==> config.mk <==
export PLATFORM = sky130hd
export DESIGN_NAME = booth_seq_mult
export DESIGN_NICKNAME = d
export VERILOG_FILES = /design/src/rtl/booth_seq_mult_pkg.sv /design/src/rtl/booth_pp_sel.sv /design/src/rtl/booth_r4_enc.sv /design/src/rtl/booth_seq_mult.sv
export SDC_FILE = /design/constraint.sdc
export NUM_CORES = 1
export LEC_CHECK = 0
export CAP_MARGIN = 20
export CELL_PAD_IN_SITES_DETAIL_PLACEMENT = 0
export CELL_PAD_IN_SITES_GLOBAL_PLACEMENT = 1
export CORE_AREA = 2 2 124 216
export DETAILED_ROUTE_END_ITERATION = 8
export DIE_AREA = 0 0 126 218
export PLACE_DENSITY_LB_ADDON = 0.2
export SLEW_MARGIN = 25
export SYNTH_ARGS = -nofsm -noshare
export SYNTH_HDL_FRONTEND = slang
export SYNTH_SLANG_ARGS = --single-unit
==> constraint.sdc <==
create_clock -name clk -period 6.86 [get_ports clk]
set_input_delay 2.058 -clock clk [delete_from_list [all_inputs] [get_ports clk]]
set_output_delay 2.058 -clock clk [all_outputs]
set_load 0.005 [all_outputs]
==> src/rtl/booth_seq_mult_pkg.sv <==
// Shared definitions for the iterative radix-4 Booth multiplier and its encoder:
// controller states, digit-count derivation and the Booth triplet encodings.
package booth_seq_mult_pkg;

  typedef enum logic [1:0] {
    IDLE = 2'd0,
    RUN  = 2'd1,
    DONE = 2'd2
  } state_t;

  // Triplet is {b[2i+1], b[2i], b[2i-1]}
  localparam logic [2:0] BOOTH_ZERO_P = 3'b000;
  localparam logic [2:0] BOOTH_POS1_A = 3'b001;
  localparam logic [2:0] BOOTH_POS1_B = 3'b010;
  localparam logic [2:0] BOOTH_POS2   = 3'b011;
  localparam logic [2:0] BOOTH_NEG2   = 3'b100;
  localparam logic [2:0] BOOTH_NEG1_A = 3'b101;
  localparam logic [2:0] BOOTH_NEG1_B = 3'b110;
  localparam logic [2:0] BOOTH_ZERO_N = 3'b111;

  // One extra digit covers the zero-extension so unsigned multipliers recode exactly
  function automatic int calcNdig(input int width);
    return width / 2 + 1;
  endfunction

endpackage

==> src/rtl/booth_pp_sel.sv <==
// Booth partial-product selector: picks 0, a or 2a and optionally negates it,
// yielding a WIDTH+2-bit two's-complement partial product.
module booth_pp_sel #(
  parameter int WIDTH = 24
) (
  input  logic [WIDTH-1:0] a,
  input  logic             single,
  input  logic             double,
  input  logic             neg,
  output logic [WIDTH+1:0] pp
);

  logic [WIDTH+1:0] w_mag;

  // Negation is ones' complement plus one on the full WIDTH+2-bit magnitude
  always_comb begin
    w_mag = '0;
    if (single)
      w_mag = {2'b00, a};
    else if (double)
      w_mag = {1'b0, a, 1'b0};
    pp = neg ? (~w_mag + (WIDTH+2)'(1)) : w_mag;
  end

endmodule

==> src/rtl/booth_r4_enc.sv <==
// Radix-4 Booth encoder: decodes one multiplier triplet into single/double/neg
// selects for the partial-product selector.
module booth_r4_enc
  import booth_seq_mult_pkg::*;
(
  input  logic [2:0] triplet,
  output logic       single,
  output logic       double,
  output logic       neg
);

  // 111 is decoded as a plain zero so it never produces a -0 correction term
  always_comb begin
    single = 1'b0;
    double = 1'b0;
    neg    = 1'b0;
    case (triplet)
      BOOTH_POS1_A, BOOTH_POS1_B: single = 1'b1;
      BOOTH_POS2:                 double = 1'b1;
      BOOTH_NEG2: begin
        double = 1'b1;
        neg    = 1'b1;
      end
      BOOTH_NEG1_A, BOOTH_NEG1_B: begin
        single = 1'b1;
        neg    = 1'b1;
      end
      default: ;
    endcase
  end

endmodule

==> src/rtl/booth_seq_mult.sv <==
// Iterative radix-4 Booth multiplier: retires one Booth digit per clock and
// returns the exact unsigned 2*WIDTH-bit product through a valid/ready pair.
module booth_seq_mult
  import booth_seq_mult_pkg::*;
#(
  parameter int WIDTH = 24
) (
  input  logic               clk,
  input  logic               rst,
  input  logic               in_valid,
  output logic               in_ready,
  input  logic [WIDTH-1:0]   a,
  input  logic [WIDTH-1:0]   b,
  output logic               out_valid,
  input  logic               out_ready,
  output logic [2*WIDTH-1:0] product
);

  localparam int NDIG = calcNdig(WIDTH);
  localparam int CNTW = $clog2(NDIG);
  localparam int ACCW = 2 * WIDTH + 2;
  localparam int SRW  = WIDTH + 3;

  state_t             r_state;
  state_t             w_stateNext;
  logic [WIDTH-1:0]   r_a;
  logic [SRW-1:0]     r_bShift;
  logic [ACCW-1:0]    r_acc;
  logic [CNTW-1:0]    r_cnt;
  logic [2*WIDTH-1:0] r_product;
  logic               r_outValid;

  logic               w_single;
  logic               w_double;
  logic               w_neg;
  logic [WIDTH+1:0]   w_pp;
  logic [ACCW-1:0]    w_ppShift;
  logic [ACCW-1:0]    w_accNext;
  logic               w_lastDigit;

  booth_r4_enc u_enc (
    .triplet (r_bShift[2:0]),
    .single  (w_single),
    .double  (w_double),
    .neg     (w_neg)
  );

  booth_pp_sel #(.WIDTH(WIDTH)) u_ppSel (
    .a      (r_a),
    .single (w_single),
    .double (w_double),
    .neg    (w_neg),
    .pp     (w_pp)
  );

  assign w_lastDigit = (r_cnt == CNTW'(NDIG - 1));
  assign w_ppShift   = {{(ACCW-WIDTH-2){w_pp[WIDTH+1]}}, w_pp} << {r_cnt, 1'b0};
  assign w_accNext   = r_acc + w_ppShift;

  assign in_ready  = (r_state == IDLE);
  assign out_valid = r_outValid;
  assign product   = r_product;

  always_ff @(posedge clk or posedge rst) begin
    if (rst)
      r_state <= IDLE;
    else
      r_state <= w_stateNext;
  end

  always_comb begin
    w_stateNext = r_state;
    case (r_state)
      IDLE:    if (in_valid)    w_stateNext = RUN;
      RUN:     if (w_lastDigit) w_stateNext = DONE;
      DONE:    if (out_ready)   w_stateNext = IDLE;
      default:                  w_stateNext = IDLE;
    endcase
  end

  // Counter holds at NDIG-1 on the final digit and is only cleared by the next accept
  always_ff @(posedge clk or posedge rst) begin
    if (rst) begin
      r_a        <= '0;
      r_bShift   <= '0;
      r_acc      <= '0;
      r_cnt      <= '0;
      r_product  <= '0;
      r_outValid <= 1'b0;
    end else begin
      case (r_state)
        IDLE: begin
          if (in_valid) begin
            r_a      <= a;
            r_bShift <= {2'b00, b, 1'b0};
            r_acc    <= '0;
            r_cnt    <= '0;
          end
        end
        RUN: begin
          r_acc    <= w_accNext;
          r_bShift <= r_bShift >> 2;
          if (w_lastDigit) begin
            r_product  <= w_accNext[2*WIDTH-1:0];
            r_outValid <= 1'b1;
          end else begin
            r_cnt <= r_cnt + CNTW'(1);
          end
        end
        DONE: begin
          if (out_ready)
            r_outValid <= 1'b0;
        end
        default: ;
      endcase
    end
  end

endmodule

==> flow_results.org, run 1 <==
** Timing
- The number of hold violations in the final report came to 0.
- The number of slew-limit violations in the final report was 0.
- Relative slew slack :: 42.74%
- Final period util :: 93.45%
- Final critical path time including I/O delays and setup :: 6.411 ns
- Setup repair after global routing left no endpoint under its margin.
- Adding up every negative setup slack in the final design gives 0 ns.
- At the pin with the least slew margin, the transition time is 0.8572 ns.
- Number of failing setup endpoints in the final timing report :: 0
- Fmax :: 156.0 MHz
- Worst clock skew on the final layout :: 0.01219 ns

** Clock tree
- Clock insertion delay at the later pin of the skew report :: 0.45 ns
- The cell sitting at the root of the clock tree is a clkbuf_16.
- CTS Buffer Depth :: 2
- CTS buffer count :: 17
- TritonCTS clock tree :: done
- CTS built an H-tree with a depth of 4.
- TritonCTS Sinks :: 152
- After clock tree synthesis, the clock-pin slew on the worst setup and hold paths is 0.07 ns.

** Synthesis
- After synthesis the cells add up to 11170 µm².
- Of all cell types, the one taking the most synthesized area is dfrtp_1.
- Ranked by total cell area, the synthesized netlist is headed by dfrtp_1 34%, nand2_1 8.6%, ha_1 6.2%.
- The most used flip-flop cell after synthesis is dfrtp_1.
- In this run, distinct cell masters in the synthesized netlist total 88.
- Leading cell type by number of instances after synthesis :: nand2_1
- Syn Area/Cell :: 7.991 µm²
- The cell count after synthesis came out at 1398.
- Counting flops with a built-in enable in the synthesized netlist gives 0.
- During synthesis, Yosys emitted a total of 0 warnings.
- Synth top area share :: 34.05%
- Counting flops with an async set or reset pin after synthesis yields a share of 100.0%.
- Sequential cells were found to cover 34.05% of the synthesized design area.
- Ranked by instance count, the synthesized netlist is headed by 255 x nand2_1, 152 x dfrtp_1, 129 x o21ai_0.
- After synthesis the netlist holds a flip-flop and latch count of 152.
- Synth Net Count :: 1506

** Critical path
- STA classifies the critical path startpoint as a flip-flop.
- The worst setup path is of the flip-flop to flip-flop kind.
- Worst setup slack for register-to-register paths :: 0.45 ns
- Data arrival time of the worst path :: 6.73 ns
- CP endpoint kind :: flip-flop
- In this run the critical register-to-register path is launched from r_bShift[1]$_DFFE_PP0P_.
- In this run the worst path has a maximum fanout of 17.
- Number of cells traversed by the worst register-to-register path :: 26
- Critical register-to-register path endpoint :: product[47]$_DFFE_PP0P_
- STA puts the critical path data required time at 7.18 ns.

** Job
- Max-capacitance violation count :: 0

** Hold path
- End point of the most critical hold path :: product[18]$_DFFE_PP0P_
- The worst hold path was traced through 2 stages.
- The worst hold path belongs to the class flip-flop to flip-flop.
- Start point of the worst hold path :: product[18]$_DFFE_PP0P_

** Floorplanning
- The die is 218 µm tall.
- The total area inside the core boundary comes to 25760 µm².
- In this run the horizontal extent of the chip is 126 µm.
- Starting density of the core :: 43.36%
- Floorplan row count :: 78
- 102 I/O pins were placed.
- The die covers 27470 µm².

** Global routing
- Global-route wire length before repair :: 53160 µm
- Global routing consumed, over all layers together, 24.32% of the routing resources.
- Via count of the first global-routing pass :: 10.09k
- Entering global routing, the biggest net connects 84 pins.
- Sum of overflow across all layers after global routing :: 0
- The number of antenna violations at the first check in global routing is 0.

** Routing
- In the final routed layout, each cell accounts on average for 18.20 µm.
- Dividing the detail-routed via count by the number of cells gives 5.790.
- Antenna Nets Post-Route :: 0
- Overall routed net length :: 32690 µm
- The first routing iteration left 667 violations.
- Number of vias in the routed layout :: 10.40k
- First-pass detailed-route iteration total :: 5
- Detailed-route DRC error count :: 0

** Cells and area
- Share of final-layout standard cells stronger than drive strength 1 :: 6.707%
- From synthesis to final layout, the design area changed by 16.79%.
- For this run, the share of the core covered by cells in the final layout is 50.64%.
- Number of antenna repair diodes :: 0
- After filler insertion, the fill cell instance count of the layout stands at 2612.
- Net count reported at finish :: 1571

** Place
- After legalization and detailed placement, the total HPWL measured 24710 µm.
- Final weighted congestion in routability-driven placement :: 0.9275
- Buffers placed on the I/O ports in this run total 101.

** Outcome
- Outcome :: finished clean
-- flip-flops by register name (all words and copies together), names as in the netlist --
name	flops
r_bShift	25
r_state	2
r_acc	48
r_a	24
out_valid	1
product	48
r_cnt	4
-- metal layers --
layer / vias to the layer above / share of wire [%] / global-route usage (%)
li1: 5148 / - / -
met1: 4930 / 40 / 27.31
met2: 239 / 53 / 44.43
met3: 81 / 2.7 / 3.705
met4: 0 / 4.5 / 11.83
met5: - / 0 / 0
-- metrics by stage --
step | worst slack [ns] | hold slack (ns) | instance area (µm²) | instances
after floorplan | 0.5735 | 0.4698 | 11170 | 1398
after global placement | 0.4899 | 0.4607 | 12430 | 1764
after detailed placement | 0.2871 | 0.4692 | 12430 | 1764
after CTS | 0.2562 | 0.4841 | 13020 | 1796
after global routing | 0.04066 | 0.5063 | 13050 | 1796
final | 0.4492 | 0.4754 | 13050 | 1796
-- cells in the final DEF, fill, tap and decap left out, types with 35 or more instances in the layout --
| cell | n |
|---|---|
| a21oi_1 | 86 |
| a31oi_1 | 38 |
| clkdlybuf4s50_1 | 101 |
| dfrtp_1 | 152 |
| ha_1 | 55 |
| nand2_1 | 253 |
| nand3_1 | 66 |
| nor2_1 | 106 |
| o21ai_0 | 129 |
| o21ai_1 | 35 |
| xnor2_1 | 35 |
-- cells by family (layout without fill, tap and decap cells) --
| family | count (synthesis) | in the layout | share of synthesized area, % |
|---|---|---|---|
| multiplexers | 45 | 45 | 4.569 |
| adder cells (fa/ha/maj) | 56 | 56 | 6.339 |
| flip-flops | 152 | 152 | 34.05 |
| XOR/XNOR | 65 | 65 | 5.096 |
| buffers and inverters | 110 | 188 | 4.558 |
| AO/OA/AOI/OAI | 435 | 435 | 24.20 |
| AND/OR/NAND/NOR | 535 | 535 | 21.19 |
-- critical path, cell delays in order (launching register included) --
cell,delay [ns]
dfrtp_1,0.39
inv_1,0.08
ha_1,0.26
mux2_4,0.38
and3_1,0.21
a21oi_1,0.18
ha_1,0.21
and2_2,0.24
o2111ai_4,0.20
buf_4,0.23
o311ai_1,0.27
a21oi_1,0.11
a211o_1,0.32
mux2i_1,0.20
mux2i_1,0.12
mux2i_1,0.23
ha_1,0.35
a21oi_1,0.25
nor2_1,0.09
a2111o_1,0.29
a311oi_1,0.31
and4_1,0.30
o21ai_1,0.12
a311o_1,0.38
a221oi_2,0.28
xnor2_1,0.17
o21ai_1,0.09
-- how the worst max path moves through the flow --
stage / slack, ns / startpoint / end / cells after the start
final: 0.45 / r_bShift[1]$_DFFE_PP0P_ / product[47]$_DFFE_PP0P_ / 26
after global routing: 0.04 / r_bShift[1]$_DFFE_PP0P_ / product[47]$_DFFE_PP0P_ / 24
after CTS: 0.26 / r_bShift[0]$_DFFE_PP0P_ / product[47]$_DFFE_PP0P_ / 25
after detailed placement: 0.29 / r_bShift[0]$_DFFE_PP0P_ / product[33]$_DFFE_PP0P_ / 28
after global placement: 0.49 / r_bShift[0]$_DFFE_PP0P_ / product[47]$_DFFE_PP0P_ / 25
after floorplan: 0.57 / r_bShift[0]$_DFFE_PP0P_ / product[47]$_DFFE_PP0P_ / 31
-- layout make-up --
cell class                      count  area, µm²  share of cell area (%)
Clock inverter                     11      112.6                  0.8631
Inverter                           24      95.09                  0.7288
Clock buffer                       21      470.5                   3.606
Tap cell                          320      400.4                   3.069
Timing Repair Buffer              132       1256                   9.628
Sequential cell                   152       3804                   29.15
Multi-Input combinational cell   1136       6909                   52.95
-- timing repair --
item / in CTS / in global routing
buffers inserted: 0 / 0
setup endpoints to repair: 0 / 6
hold buffers: 0 / 0
resized for setup: 0 / 6
Power of run 1 is left out: the tool's default activity adds up to more than one toggle a clock period on the data nets, which glitch-free logic cannot reach.
==> run 2, diff against run 1 <==
--- a/config.mk
+++ b/config.mk
@@ -8,11 +8,12 @@
 export CAP_MARGIN = 20
 export CELL_PAD_IN_SITES_DETAIL_PLACEMENT = 0
 export CELL_PAD_IN_SITES_GLOBAL_PLACEMENT = 1
-export CORE_AREA = 2 2 124 216
+export CORE_AREA = 3 3 123 214
 export DETAILED_ROUTE_END_ITERATION = 8
-export DIE_AREA = 0 0 126 218
+export DIE_AREA = 0 0 126 217
 export PLACE_DENSITY_LB_ADDON = 0.2
 export SLEW_MARGIN = 25
 export SYNTH_ARGS = -nofsm -noshare
 export SYNTH_HDL_FRONTEND = slang
+export SYNTH_HIERARCHICAL = 1
 export SYNTH_SLANG_ARGS = --single-unit
==> run 2 against run 1 <==
  * Worst setup slack improved by 0.32 ns
  * Critical path depth fell by 7
  * Register-to-register slack improved by 0.32 ns
  * Global-route usage fell by 1.7 points
  * Critical path type unchanged
  * Non-clock buffer count fell by 12
  * Largest cell class unchanged
  * First-iteration DRC count fell by 25%
==> flow_results.org, run 2 <==
** Routing
- Number of vias in the routed layout :: 9693 (-6.8%)
- Average detailed-routed wire length per instance :: 17.63 µm (-3.1%)
- Vias per std cell :: 5.616 (-3.0%)
- First-pass detailed-route iteration total :: 5 (unchanged)
- The remaining number of nets flagged by the antenna check after routing came to 0 (unchanged).
- The DRC violation count after routing came to 0 (unchanged).
- 1st-iter DRT viols :: 501 (-25%)
- Overall routed net length :: 30430 µm (-6.9%)

** Synthesis
- Post-synth EDFFs :: 0 (unchanged)
- Sorting the synthesized cells by how often they occur yields 263 x nand2_1, 152 x dfrtp_1, 150 x o21ai_0.
- Synth Area in XOR/XNOR :: 5.117% (+0.021 points)
- The total number of yosys warnings came to 6 (+6).
- Largest area contributor in the netlist :: dfrtp_1
- Simple-gate share of the synthesized area :: 20.62% (-0.57 points)
- The fraction of the mapped netlist area in compound gates came to 24.98% (+0.78 points).
- The share of the synthesized area in the top cell type is 35.27% (+1.2 points).
- Primary FF master, synth :: dfrtp_1
- The net count after synthesis came to 1446 (-4.0%).
- The number of instances in the synthesized netlist is 1343 (-3.9%).
- The most common cell in the synthesized netlist is nand2_1.
- The number of synthesized register bits was 152 (unchanged).
- The area of the mapped netlist is 10780 µm² (-3.5%).
- Largest family of logic cells by synthesized area :: compound AO/OA/AOI/OAI gates
- The multiplexer area fraction after synthesis was 4.351% (-0.22 points).
- The sequential cell area fraction in the yosys report was 35.27% (+1.2 points).
- The mean instance size in the synthesized netlist came to 8.030 µm² (+0.48%).
- Share of synthesized cell area in full adder, half adder and majority cells :: 5.987% (-0.35 points)
- Number of different library cells in the post-synthesis netlist :: 76 (-14%)
- Share of async-settable or async-resettable flops after synthesis :: 100.0% (unchanged)
- Yosys attributes the largest share of cell area to dfrtp_1 35%, nand2_1 9.2%, o21ai_0 7.0%.

** Cells and area
- # fillers :: 2443 (-6.5%)
- The number of diodes was 0 (unchanged).
- Leaving out fill and tap cells, the most frequent cells in the layout are 261 x nand2_1, 152 x dfrtp_1, 150 x o21ai_0.
- The library cell used most frequently in the layout, excluding fill and tap cells, is nand2_1.
- The proportion of layout cells with a drive suffix above 1 was 6.506% (-0.20 points).
- Compared with the post-synthesis result, the final layout area differs by 17.37%.
- The net count reported at finish was 1504 (-4.3%).

** Global routing
- Global-route wire length before repair :: 49640 µm (-6.6%)
- The met3 track demand over resource is 3.094% (-0.61 points).
- Sum of overflow across all layers after global routing :: 0 (unchanged)
- The fraction of met2 tracks used by global routing is 40.21% (-4.2 points).
- Most Crowded Layer GR :: met2
- GRT met1 Usage :: 25.94% (-1.4 points)
- The pin count of the biggest net entering global routing is 115 (+37%).
- Via count of the first global-routing pass :: 9567 (-5.2%)
- The total global routing track utilization is 22.63% (-1.7 points).
- The number of antenna violations at the first check in global routing was 0 (unchanged).

** Clock tree
- Post-CTS Setup Repair Bufs :: 0 (unchanged)
- The number of buffers on the longest clock path came to 2 (unchanged).
- CTS H-tree depth :: 4 (unchanged)
- The total clock buffers created by CTS was 17 (unchanged).
- The cts-stage hold buffer count is 0 (unchanged).
- The number of gates resized after CTS came to 0 (unchanged).
- TritonCTS clock tree :: done
- In this run the clock root is driven by a clkbuf_16.
- Clock insertion delay at the later pin of the skew report :: 0.45 ns (about the same)
- The count of clock tree sinks came to 152 (unchanged).
- Post-CTS clock slew at the launch and capture registers of the worst setup and hold paths :: 0.07 ns (about the same)

** Hold path
- Min-delay worst type :: flip-flop to flip-flop

** Critical path
- Walking the worst path, the cells encountered are nand2b_1 > o22ai_1 > nand2b_1 > o21ai_0 > nor2_1 > nand4b_4 > nand2_1 > xnor2_1 > mux4_2 > a21oi_1 > o22ai_1 > ha_1 > nand4_1 > or4_1 > a211oi_1 > nor2_1 > o31ai_2 > xnor2_1 > o21ai_0.
- Data arrival time of the worst path :: 6.40 ns (-0.33 ns)
- Kind of launch point of the worst setup path :: flip-flop
- Number of buffer and inverter stages on the critical path :: 0 (-2)
- On the critical path, the stage with the largest delay is an instance of or4_1.
- The critical path data required time is 7.17 ns (about the same).
- Delay contributed by the slowest stage of the critical path :: 0.58 ns (+0.19 ns)
- Critical setup path kind :: flip-flop to flip-flop
- The largest driver fanout on the critical path came to 10 (-7).
- Kind of cell adding the most delay to the critical path :: compound AO/OA/AOI/OAI gates
- The worst setup path is captured at a flip-flop.

** Timing
- Relative slew slack :: 32.72% (-10 points)
- Slew at the pin with the worst max-slew slack :: 1.005 ns (+0.1482 ns)
- Fmax :: 164.1 MHz (+5.2%)
- Final critical path time including I/O delays and setup :: 6.094 ns (-0.3167 ns)
- The number of slew-limit violations in the final report is 0 (unchanged).
- Worst clock skew on the final layout :: 0.01013 ns (-0.002055 ns)
- The final cycle utilization of the critical path came to 88.83% (-4.6 points).
- Number of failing setup endpoints in the final timing report :: 0 (unchanged)
- The sum of negative setup slack came to 0 ns (unchanged).
- Setup repair after global routing left no endpoint under its margin.
- The number of hold violations in the final report is 0 (unchanged).

** Job
- Max-capacitance violation count :: 0 (unchanged)

** Place
- The count of port buffers added during placement was 101 (unchanged).
- Final weighted congestion in routability-driven placement :: 0.9360 (+0.92%)
- DP HPWL :: 23350 µm (-5.5%)

** Floorplanning
- The placeable core region was 24720 µm² (-4.0%).
- The area of the die was 27340 µm² (-0.46%).
- The die span in x was 126 µm (unchanged).
- The initial core utilization is 43.62% (+0.26 points).
- The top-level I/O count came to 102 (unchanged).
- Height of the die :: 217 µm (-0.46%)
- The total number of placement rows came to 76 (-2.6%).

** Outcome
- The flow ran to the end, and the final reports show no timing, DRC or antenna violations.
run 2: per-layer routing:
layer  vias up  wire length, µm
li1       4901                -
met1      4532            12440
met2       191            15720
met3        69              756
met4         0             1516
met5         -                0
run 2: cell families after synthesis:
kind of cell | Yosys count
AO/OA/AOI/OAI | 423
XOR/XNOR | 63
adder cells (fa/ha/maj) | 51
buffers and inverters | 102
flip-flops | 152
multiplexers | 41
AND/OR/NAND/NOR | 511
run 2: path summary, 6_finish.rpt:
| check | to | start | cells past startpoint | slack, ns |
|---|---|---|---|---|
| max | r_acc[31]$_DFFE_PP0P_ | r_bShift[1]$_DFFE_PP0P_ | 19 | 0.77 |
| min | product[24]$_DFFE_PP0P_ | product[24]$_DFFE_PP0P_ | 2 | 0.47 |
| max reg2reg | r_acc[31]$_DFFE_PP0P_ | r_bShift[1]$_DFFE_PP0P_ | 19 | 0.77 |
| min reg2reg | product[24]$_DFFE_PP0P_ | product[24]$_DFFE_PP0P_ | 2 | 0.47 |
| max in group asynchronous | product[1]$_DFFE_PP0P_ | rst | 3 | 3.73 |
| min in group asynchronous | product[2]$_DFFE_PP0P_ | rst | 2 | 2.03 |
run 2: area by class of cell:
class / instances / area (µm²) / area share, %
Clock buffer: 18 / 439.2 / 3.470
Tap cell: 312 / 390.4 / 3.084
Timing Repair Buffer: 120 / 1157 / 9.144
Multi-Input combinational cell: 1089 / 6610 / 52.22
Clock inverter: 14 / 172.7 / 1.364
Sequential cell: 152 / 3804 / 30.05
Inverter: 21 / 83.83 / 0.6623
run 2: tightest hold or removal path, cell delays in order (launching register included):
cell and delay, ns:
dfrtp_1 0.34, nand2_1 0.04, o21ai_0 0.06
run 2: metrics by stage:
| stage | util [%] | cells | area, µm² | setup slack, ns | hold WS (ns) |
|---|---|---|---|---|---|
| 6_report | 51.19 | 1726 | 12660 | 0.7660 | 0.4743 |
| 5_1_grt | 51.19 | 1726 | 12660 | 0.2886 | 0.5015 |
| 4_1_cts | 51.18 | 1726 | 12650 | 0.7393 | 0.4822 |
| 3_5_place_dp | 48.70 | 1694 | 12040 | 0.7517 | 0.4689 |
| 3_3_place_gp | 48.68 | 1694 | 12040 | 0.7307 | 0.4612 |
| 2_1_floorplan | - | 1343 | 10780 | 0.7089 | 0.4698 |
Power of run 2 is left out for the same reason.
